--- src/rtl/booth2_pp_generator_if.sv ---
// Operand-in / partial-product-out bundle for the Booth-2 PP generator.
// slave is the generator's view, master is the surrounding datapath's view.
interface booth2_pp_generator_if #(
  parameter int TAG_W = 4
);
  logic             in_valid;
  logic             in_ready;
  logic [15:0]      mcand;
  logic [15:0]      mplier;
  logic [TAG_W-1:0] in_tag;
  logic             out_valid;
  logic             out_ready;
  logic [16:0]      pp1;
  logic [16:0]      pp2;
  logic [16:0]      pp3;
  logic [16:0]      pp4;
  logic [16:0]      pp5;
  logic [16:0]      pp6;
  logic [16:0]      pp7;
  logic [16:0]      pp8;
  logic             ovf;
  logic [TAG_W-1:0] out_tag;

  modport slave (
    input  in_valid, mcand, mplier, in_tag, out_ready,
    output in_ready, out_valid, ovf, out_tag,
    output pp1, pp2, pp3, pp4, pp5, pp6, pp7, pp8
  );

  modport master (
    output in_valid, mcand, mplier, in_tag, out_ready,
    input  in_ready, out_valid, ovf, out_tag,
    input  pp1, pp2, pp3, pp4, pp5, pp6, pp7, pp8
  );
endinterface

--- src/rtl/booth2_pp_generator.sv ---
// Radix-4 Booth partial-product generator for a 16x16 signed multiplier.
// Two registered stages: operands, then eight 17-bit two's complement PPs.
module booth2_pp_generator #(
  parameter int TAG_W = 4
) (
  input  logic sys_clk,
  input  logic sys_rst_n,
  input  logic flush,
  booth2_pp_generator_if.slave bus
);

  logic             s1_valid;
  logic [15:0]      s1_a;
  logic [15:0]      s1_b;
  logic [TAG_W-1:0] s1_tag;

  logic             out_valid;
  logic [16:0]      pp_q [8];
  logic             ovf_q;
  logic [TAG_W-1:0] tag_q;

  logic             adv2;
  logic             in_ready;
  logic             accept;

  logic [16:0]      pp_d [8];
  logic             ovf_d;
  logic [16:0]      b_ext;
  logic [17:0]      a18;
  logic [17:0]      mag;
  logic [17:0]      p18;
  logic [2:0]       bits;
  logic             sel_zero;
  logic             sel_one;
  logic             sel_two;

  assign adv2     = !out_valid | bus.out_ready;
  assign in_ready = !flush & (!s1_valid | adv2);
  assign accept   = bus.in_valid & in_ready;

  // b_ext[0] stands in for B[-1]
  assign b_ext = {s1_b, 1'b0};
  assign a18   = {{2{s1_a[15]}}, s1_a};

  always_comb begin
    ovf_d    = 1'b0;
    bits     = 3'b000;
    sel_zero = 1'b1;
    sel_one  = 1'b0;
    sel_two  = 1'b0;
    mag      = '0;
    p18      = '0;
    for (int i = 0; i < 8; i++) begin
      bits     = b_ext[2*i +: 3];
      sel_one  = bits[1] ^ bits[0];
      sel_two  = (bits == 3'b011) | (bits == 3'b100);
      sel_zero = !sel_one & !sel_two;
      unique case (1'b1)
        sel_zero: mag = '0;
        sel_one:  mag = a18;
        sel_two:  mag = {a18[16:0], 1'b0};
        default:  mag = '0;
      endcase
      p18     = bits[2] ? -mag : mag;
      pp_d[i] = p18[16:0];
      // 17-bit truncation is lossy only when the top two bits disagree
      ovf_d   = ovf_d | (p18[17] ^ p18[16]);
    end
  end

  always_ff @(posedge sys_clk or negedge sys_rst_n) begin
    if (!sys_rst_n) begin
      s1_valid  <= 1'b0;
      s1_a      <= '0;
      s1_b      <= '0;
      s1_tag    <= '0;
      out_valid <= 1'b0;
      ovf_q     <= 1'b0;
      tag_q     <= '0;
      for (int i = 0; i < 8; i++) begin
        pp_q[i] <= '0;
      end
    end else if (flush) begin
      s1_valid  <= 1'b0;
      out_valid <= 1'b0;
    end else begin
      s1_valid <= accept | (s1_valid & !adv2);
      if (accept) begin
        s1_a   <= bus.mcand;
        s1_b   <= bus.mplier;
        s1_tag <= bus.in_tag;
      end
      if (adv2) begin
        out_valid <= s1_valid;
        ovf_q     <= ovf_d;
        tag_q     <= s1_tag;
        for (int i = 0; i < 8; i++) begin
          pp_q[i] <= pp_d[i];
        end
      end
    end
  end

  assign bus.in_ready  = in_ready;
  assign bus.out_valid = out_valid;
  assign bus.ovf       = ovf_q;
  assign bus.out_tag   = tag_q;
  assign bus.pp1       = pp_q[0];
  assign bus.pp2       = pp_q[1];
  assign bus.pp3       = pp_q[2];
  assign bus.pp4       = pp_q[3];
  assign bus.pp5       = pp_q[4];
  assign bus.pp6       = pp_q[5];
  assign bus.pp7       = pp_q[6];
  assign bus.pp8       = pp_q[7];

endmodule

--- src/flat_wrapper.sv ---
// flat-port wrapper written by rule: the top's interface ports become plain ports
module booth2_pp_generator_flat 
#(
  parameter int TAG_W = 4
)
  (sys_clk, sys_rst_n, flush, bus_in_valid, bus_mcand, bus_mplier, bus_in_tag, bus_out_ready, bus_in_ready, bus_out_valid, bus_ovf, bus_out_tag, bus_pp1, bus_pp2, bus_pp3, bus_pp4, bus_pp5, bus_pp6, bus_pp7, bus_pp8);
  booth2_pp_generator_if #(.TAG_W(TAG_W)) bus_i ();
  input  logic sys_clk;
  input  logic sys_rst_n;
  input  logic flush;
  input wire logic [$bits(bus_i.in_valid)-1:0] bus_in_valid;
  input wire logic [$bits(bus_i.mcand)-1:0] bus_mcand;
  input wire logic [$bits(bus_i.mplier)-1:0] bus_mplier;
  input wire logic [$bits(bus_i.in_tag)-1:0] bus_in_tag;
  input wire logic [$bits(bus_i.out_ready)-1:0] bus_out_ready;
  output wire logic [$bits(bus_i.in_ready)-1:0] bus_in_ready;
  output wire logic [$bits(bus_i.out_valid)-1:0] bus_out_valid;
  output wire logic [$bits(bus_i.ovf)-1:0] bus_ovf;
  output wire logic [$bits(bus_i.out_tag)-1:0] bus_out_tag;
  output wire logic [$bits(bus_i.pp1)-1:0] bus_pp1;
  output wire logic [$bits(bus_i.pp2)-1:0] bus_pp2;
  output wire logic [$bits(bus_i.pp3)-1:0] bus_pp3;
  output wire logic [$bits(bus_i.pp4)-1:0] bus_pp4;
  output wire logic [$bits(bus_i.pp5)-1:0] bus_pp5;
  output wire logic [$bits(bus_i.pp6)-1:0] bus_pp6;
  output wire logic [$bits(bus_i.pp7)-1:0] bus_pp7;
  output wire logic [$bits(bus_i.pp8)-1:0] bus_pp8;
  assign bus_i.in_valid = bus_in_valid;
  assign bus_i.mcand = bus_mcand;
  assign bus_i.mplier = bus_mplier;
  assign bus_i.in_tag = bus_in_tag;
  assign bus_i.out_ready = bus_out_ready;
  assign bus_in_ready = bus_i.in_ready;
  assign bus_out_valid = bus_i.out_valid;
  assign bus_ovf = bus_i.ovf;
  assign bus_out_tag = bus_i.out_tag;
  assign bus_pp1 = bus_i.pp1;
  assign bus_pp2 = bus_i.pp2;
  assign bus_pp3 = bus_i.pp3;
  assign bus_pp4 = bus_i.pp4;
  assign bus_pp5 = bus_i.pp5;
  assign bus_pp6 = bus_i.pp6;
  assign bus_pp7 = bus_i.pp7;
  assign bus_pp8 = bus_i.pp8;
  booth2_pp_generator #(.TAG_W(TAG_W)) u_core (.sys_clk(sys_clk), .sys_rst_n(sys_rst_n), .flush(flush), .bus(bus_i));
endmodule
--- config.mk ---
export PLATFORM = sky130hd
export DESIGN_NAME = booth2_pp_generator_flat
export DESIGN_NICKNAME = d
export VERILOG_FILES = /design/src/rtl/booth2_pp_generator_if.sv /design/src/rtl/booth2_pp_generator.sv /design/src/flat_wrapper.sv
export SDC_FILE = /design/constraint.sdc
export NUM_CORES = 1
export LEC_CHECK = 0
export BUFFER_PORTS_ARGS = -buffer_cell sky130_fd_sc_hd__buf_2
export CAP_MARGIN = 40
export CORE_ASPECT_RATIO = 1.25
export CORE_MARGIN = 1.5
export CORE_UTILIZATION = 55
export DETAILED_ROUTE_END_ITERATION = 8
export GPL_TIMING_DRIVEN = 1
export PLACE_DENSITY_LB_ADDON = 0.2
export RECOVER_POWER = 100
export REMOVE_ABC_BUFFERS = 1
export SETUP_SLACK_MARGIN = 0.1
export SYNTH_ARGS = -nofsm -noshare
export SYNTH_HDL_FRONTEND = slang
export SYNTH_SLANG_ARGS = --single-unit
--- constraint.sdc ---
create_clock -name sys_clk -period 4.25 [get_ports sys_clk]
set_input_delay 0.2125 -clock sys_clk [delete_from_list [all_inputs] [get_ports sys_clk]]
set_output_delay 0.2125 -clock sys_clk [all_outputs]
set_load 0.01 [all_outputs]
==> summary.txt, run 1 <==
Antenna violations before repair: 0
DRT Pass-1 Iters: 6
Initial DRC count: 1648
Num CTS Buffers: 17
Syn avg cell area: 8.069 um^2
Largest net degree at the start of global routing: 91
Starting Density: 55.82%
Number of max-cap violations: 3
Final setup fails: 0
Die height: 170.6 um
Buffers and inverters on the worst path: 1
Combinational share of power: 47.1%
DPL Wire Length: 30.13 mm
Startpoint types: register
Worst setup EP type: register
Drt drc: 0
RSZ-0062 raised after global routing: no
Clk pwr share: 20.6%
Std-Cell Rows: 61
Crit-path cells: buf_4 > nor4_1 > nand2_1 > or2_2 > a221oi_2 > a211oi_1 > nor4_1 > a31oi_1
Avg WL per Cell: 22.30 um
Clock-pin transition on the worst setup and hold timing paths: 0.07 ns
Synthesis Warnings: 0
WP data arrival: 4.13 ns
Internal power: 4.632 mW
Sw Share: 44.27%
Global route overflow: 0
Top-count cell post-synth: nand2_1
Seq/Total Area, Yosys: 36.26%
Final hold vios: 0
Net switching power: 3.680 mW
Relative slew slack: -59.09%
Final clock skew: 0.01892 ns
Vias per cell: 6.410
Post-DRT Antenna Nets: 0
Number of global-route vias before repair: 11580
Synthesized flop and latch total: 179
IO buf count: 183
Post-synth EDFFs: 0
Sequential Power Share: 32.3%
Synth cell count leaders: nand2_1, dfrtp_1, o21ai_0
Layout overhead on the synthesized area: 14.75%
Vias: 12550
Die area: 23380 um^2
Synth async-reset ratio: 100.0%
Measured slew at the worst slew-check pin: 2.386 ns
Fillers: 1993
Mapped Area: 12350 um^2
CTS tree: yes
GP Congestion: 1.036
Post-synth top area share: 36.26%
LEAKAGE: 5.783 nW
Final worst slack: 0.4381 ns
Root Buffer: clkbuf_16
Area contributors post-synth: dfrtp_1, nand2_1, o21ai_0, a22oi_1, xnor2_1
Area leader, netlist: dfrtp_1
Routed wire length: 43.63 mm
Most common flop cell mapped by yosys: dfrtp_1
Clock buffer depth: 2
Core ar.: 22130 um^2
WHS: 0.002468 ns
Placed insts: 1895
H-tree Lvls: 4
Failing checks: capacitance limit, slew limit
Max VDD drop: 0.3547 mV
Total track usage: 37.43%
Max-slew violation count: 249
# IOs: 184
Count of different cell masters after synthesis: 77
Hold crit path type: in -> reg
Cell repeated most along the worst path: nor4_1
ANT cells: 0
Critical Path RT: 4.57 ns
Worst path slowest cell: nor4_1
Period utilization: 89.69%
Filler-free cell count of the finished design: 1957
Crit Path Max Fanout: 20
First-pass GRT wire length: 65.90 mm
Postcts setup bufs: 0
Crit path largest cell delay: 1.06 ns
Die width: 137.1 um
Nets: 1724
Share of layout cells above drive strength 1: 11.47%
CP Class: reg -> reg
Clock net sink count: 179
Outcome: complete, but fails checks
Mapped Cells: 1531
Fin util: 64.05%
Worst skew pair latency: 0.46 ns
DP Worst Slack: 0.8197 ns
Power Density: 586.3 nW/um^2
Family with the most delay on the worst path: simple AND/OR/NAND/NOR gates
Fmax: 262.3 MHz
Final min period: 3.812 ns
Setup tns final: 0 ns
==> cell families (layout without fill, tap and decap cells) <==
family          Yosys count  after routing  share of synthesized area [%]
simple gates            442            442                          16.24
buf+inv                 191            334                          6.066
mux                      49             49                          4.405
fa+ha+maj                22             22                          2.228
flops                   179            179                          36.26
compound gates          554            554                          28.13
xor+xnor                 94             94                          6.664
==> repair_timing <==
item	CTS	global route
endpoints found under the hold margin	208	0
gates resized for setup	0	0
hold buffers	30	0
==> sequential cells by signal, indices dropped and copies added, names as in the netlist <==
register,count
u_core.bus.pp6,17
u_core.bus.pp5,17
u_core.s1_tag,4
u_core.s1_a,16
u_core.bus.pp4,17
u_core.bus.pp7,17
u_core.bus.ovf,1
u_core.bus.pp2,17
u_core.bus.pp1,17
u_core.bus.out_tag,4
u_core.bus.out_valid,1
u_core.bus.pp3,17
u_core.bus.pp8,17
u_core.s1_valid,1
u_core.s1_b,16
==> placed cells by master, fill, tap and decap left out, types with 6 or more instances in the layout <==
master         count
o21ai_1           32
xnor2_1           78
nor2_1            77
o31ai_1           12
or2_2              8
a211oi_1           7
buf_4             46
o211ai_1          10
clkbuf_1         146
a31oi_1           18
nand3_1           16
nor3_1            21
dfrtp_1          179
nand2_1          240
o21ai_0          197
mux2_2            42
o22ai_1           21
xor2_1            16
nor4_1            11
nand4_1            8
a22o_1            14
a21oi_1           85
ha_1              22
mux2i_1            6
buf_2             39
or3_1             10
inv_1             30
dlygate4sd3_1     30
clkbuf_16         17
a221oi_1           6
nand2b_1          18
a22oi_1           95
==> power by group through the flow <==
stage	Sequential, mW	Clock, mW	Combinational, mW
2_1_floorplan	2.96	0	2.18
3_3_place_gp	2.67	0	3.93
3_5_place_dp	2.68	0	3.99
4_1_cts	2.66	1.73	4.03
5_1_grt	2.74	1.80	4.28
6_report	2.69	1.71	3.91
==> worst paths after layout <==
check                                                          to  slack [ns]  depth (start not counted)                    startpoint
worst min-delay path                   u_core.s1_a[6]$_DFFE_PN0P_       0.002                          2                  bus_mcand[6]
worst min register to register  u_core.bus.out_tag[1]$_DFFE_PN0P_        0.46                          2  u_core.s1_tag[1]$_DFFE_PN0P_
min in group asynchronous           u_core.bus.pp2[1]$_DFFE_PN0P_        0.28                          2                     sys_rst_n
max in group asynchronous           u_core.bus.pp1[2]$_DFFE_PN0P_        1.44                          3                     sys_rst_n
worst max register to register         u_core.bus.ovf$_DFFE_PN0P_        0.44                          8    u_core.s1_a[3]$_DFFE_PN0P_
worst max-delay path                   u_core.bus.ovf$_DFFE_PN0P_        0.44                          8    u_core.s1_a[3]$_DFFE_PN0P_
==> routing by layer <==
| metal | vias up | track usage, % | share of wire [%] |
|---|---|---|---|
| li1 | 5735 | - | - |
| met1 | 5902 | 49.49 | 38 |
| met2 | 761 | 57.35 | 46 |
| met3 | 147 | 7.348 | 10 |
| met4 | 0 | 20.87 | 5.8 |
| met5 | - | 0 | 0 |
==> through the flow <==
stage | power, mW | instance area, um^2
after detailed placement | 6.670 | 13530
after global routing | 8.819 | 14180
final | 8.311 | 14180
after CTS | 8.416 | 14450
after floorplan | 5.139 | 11730
after global placement | 6.600 | 13470
==> area by class of cell <==
class / count / area [um^2] / area share (%)
Clock buffer: 17 / 425.4 / 3.001
Clock inverter: 15 / 195.2 / 1.377
Inverter: 33 / 123.9 / 0.8738
Multi-Input combinational cell: 1161 / 7101 / 50.09
Sequential cell: 179 / 4479 / 31.60
Tap cell: 283 / 354.1 / 2.498
Timing Repair Buffer: 269 / 1498 / 10.56
No activity file was read; power rests on OpenSTA's default activity.
==> run 2, diff against run 1 <==
--- a/config.mk
+++ b/config.mk
@@ -10,8 +10,10 @@
 export CORE_ASPECT_RATIO = 1.25
 export CORE_MARGIN = 1.5
 export CORE_UTILIZATION = 55
+export CTS_BUF_LIST = sky130_fd_sc_hd__clkbuf_4 sky130_fd_sc_hd__clkbuf_8 sky130_fd_sc_hd__clkbuf_16
 export DETAILED_ROUTE_END_ITERATION = 8
 export GPL_TIMING_DRIVEN = 1
+export MAX_ROUTING_LAYER = met4
 export PLACE_DENSITY_LB_ADDON = 0.2
 export RECOVER_POWER = 100
 export REMOVE_ABC_BUFFERS = 1
==> run 2 against run 1 <==
- the flow still finishes with violations (capacitance limit, slew limit)
- clock skew shrank 0.0025 ns
- sequential cell count stayed put
- utilization decreased by 0.49 points
- critical path type unchanged
- largest power group unchanged
- highest routed layer unchanged
==> summary.txt, run 2 (synthesized netlist as in run 1, its figures left out) <==
Outcome: complete, but fails checks
Failing checks: capacitance limit, slew limit
Root Buffer: clkbuf_16
Fmax: 258.0 MHz (-1.7%)
H-tree Lvls: 4 (unchanged)
Filler-free cell count of the finished design: 1947 (-0.51%)
Most frequent cells in the layout: nand2_1, o21ai_0, dfrtp_1
Largest net degree at the start of global routing: 91 (unchanged)
Period utilization: 91.21% (+1.5 points)
Avg WL per Cell: 22.54 um (+1.1%)
Crit-path cells: clkbuf_1 > nor4_1 > nand2_1 > or2_2 > a221oi_1 > a211oi_1 > nor4_1 > a31oi_1
WP data arrival: 4.21 ns (+0.08 ns)
Final min period: 3.876 ns (+0.06436 ns)
Num CTS Buffers: 17 (unchanged)
Number of max-cap violations: 2 (-1)
GP Congestion: 1.042 (+0.55%)
Nets: 1715 (-0.52%)
Commonest non-fill, non-tap cell in the layout: nand2_1
Antenna violations before repair: 2 (+2)
Measured slew at the worst slew-check pin: 2.421 ns (+0.03425 ns)
DRT Pass-1 Iters: 9 (+3)
Clock net sink count: 179 (unchanged)
Critical Path RT: 4.58 ns (about the same)
Worst path slowest cell: nor4_1
Routed wire length: 43.90 mm (+0.60%)
Buffers and inverters on the worst path: 1 (unchanged)
Fillers: 2030 (+1.9%)
Vias per cell: 6.470 (+0.93%)
Max-slew violation count: 116 (-53%)
Global route overflow: 0 (unchanged)
Postcts setup bufs: 0 (unchanged)
CTS tree: yes
Crit path largest cell delay: 1.14 ns (+0.08 ns)
Power Density: 586.1 nW/um^2 (about the same)
Core ar.: 22130 um^2 (unchanged)
DPL Wire Length: 30.95 mm (+2.7%)
Share of layout cells above drive strength 1: 11.37% (-0.098 points)
Tot Pwr: 8.246 mW (-0.78%)
Worst skew pair latency: 0.46 ns (about the same)
Std-Cell Rows: 61 (unchanged)
Drt drc: 0 (unchanged)
Number of global-route vias before repair: 11880 (+2.6%)
Final clock skew: 0.01647 ns (-0.002454 ns)
Final worst slack: 0.3737 ns (-0.06436 ns)
Die width: 137.1 um (unchanged)
Die height: 170.6 um (unchanged)
LEAKAGE: 5.721 nW (-1.1%)
IO buf count: 183 (unchanged)
Clock-pin transition on the worst setup and hold timing paths: 0.08 ns (about the same)
Placed insts: 1896 (+0.053%)
Layout overhead on the synthesized area: 13.87%
Register area: 4479 um^2 (unchanged)
Die area: 23380 um^2 (unchanged)
Relative slew slack: -61.37% (-2.3 points)
Vias: 12600 (+0.41%)
First-pass GRT wire length: 67.10 mm (+1.8%)
Family with the most delay on the worst path: simple AND/OR/NAND/NOR gates
Post-DRT Antenna Nets: 0 (unchanged)
Final hold vios: 0 (unchanged)
Initial DRC count: 1525 (-7.5%)
Starting Density: 55.82% (unchanged)
Clock buffer depth: 2 (unchanged)
Setup tns final: 0 ns (unchanged)
Max VDD drop: 0.3106 mV (-12%)
DP Worst Slack: 0.7774 ns (-0.04228 ns)
Total track usage: 38.96% (+1.5 points)
Hold crit path type: in -> reg
Startpoint types: register
Final setup fails: 0 (unchanged)
Crit Path Max Fanout: 17 (-15%)
Area of the multi-input gates: 7089 um^2 (-0.16%)
Worst setup EP type: register
RSZ-0062 raised after global routing: no
# IOs: 184 (unchanged)
CP Class: reg -> reg
Cell repeated most along the worst path: nor4_1
run 2: layout make-up:
cell class,instances,area share [%]
well taps,283,2.517
clock inverters,10,0.8983
flip-flops and latches,179,31.84
multi-input cells,1161,50.39
diodes,2,0.03557
repair buffers,260,10.22
clock buffers,19,3.219
inverters,33,0.8805
run 2: power breakdown:
part | total [mW] | internal, mW | leakage (nW) | switching [mW]
Clock | 1.61 | 0.896 | 0.275 | 0.718
Combinational | 3.97 | 1.45 | 3.25 | 2.52
Sequential | 2.66 | 2.24 | 2.19 | 0.428
Total | 8.25 | 4.58 | 5.72 | 3.66
run 2: path summary, 6_finish.rpt:
path	start	cells past startpoint	endpoint	slack [ns]
max in group asynchronous	sys_rst_n	3	u_core.s1_a[3]$_DFFE_PN0P_	2.00
worst min-delay path	bus_mcand[4]	2	u_core.s1_a[4]$_DFFE_PN0P_	0.002
min in group asynchronous	sys_rst_n	2	u_core.bus.pp2[9]$_DFFE_PN0P_	0.95
worst max-delay path	u_core.s1_a[3]$_DFFE_PN0P_	8	u_core.bus.ovf$_DFFE_PN0P_	0.37
worst min register to register	u_core.s1_tag[3]$_DFFE_PN0P_	2	u_core.bus.out_tag[3]$_DFFE_PN0P_	0.47
worst max register to register	u_core.s1_a[3]$_DFFE_PN0P_	8	u_core.bus.ovf$_DFFE_PN0P_	0.37
run 2: per-layer routing:
metal	wire length, um	track usage (%)
met4	2314	19.50
met3	4543	7.674
met1	16960	49.59
met5	0	-
met2	20070	59.10
run 2: stage by stage:
stage,hold slack (ns),cell area (um^2),utilization [%]
3_3_place_gp,0.3928,13450,60.76
5_1_grt,0.002546,14070,63.56
2_1_floorplan,-0.08309,11730,-
6_report,0.002041,14070,63.56
3_5_place_dp,0.1370,13540,61.16
4_1_cts,0.0005058,14320,64.69
run 2: repair_timing:
item | CTS | global route
hold endpoints to repair | 55 | 0
hold buffers | 20 | 0
gates resized for setup | 0 | 0
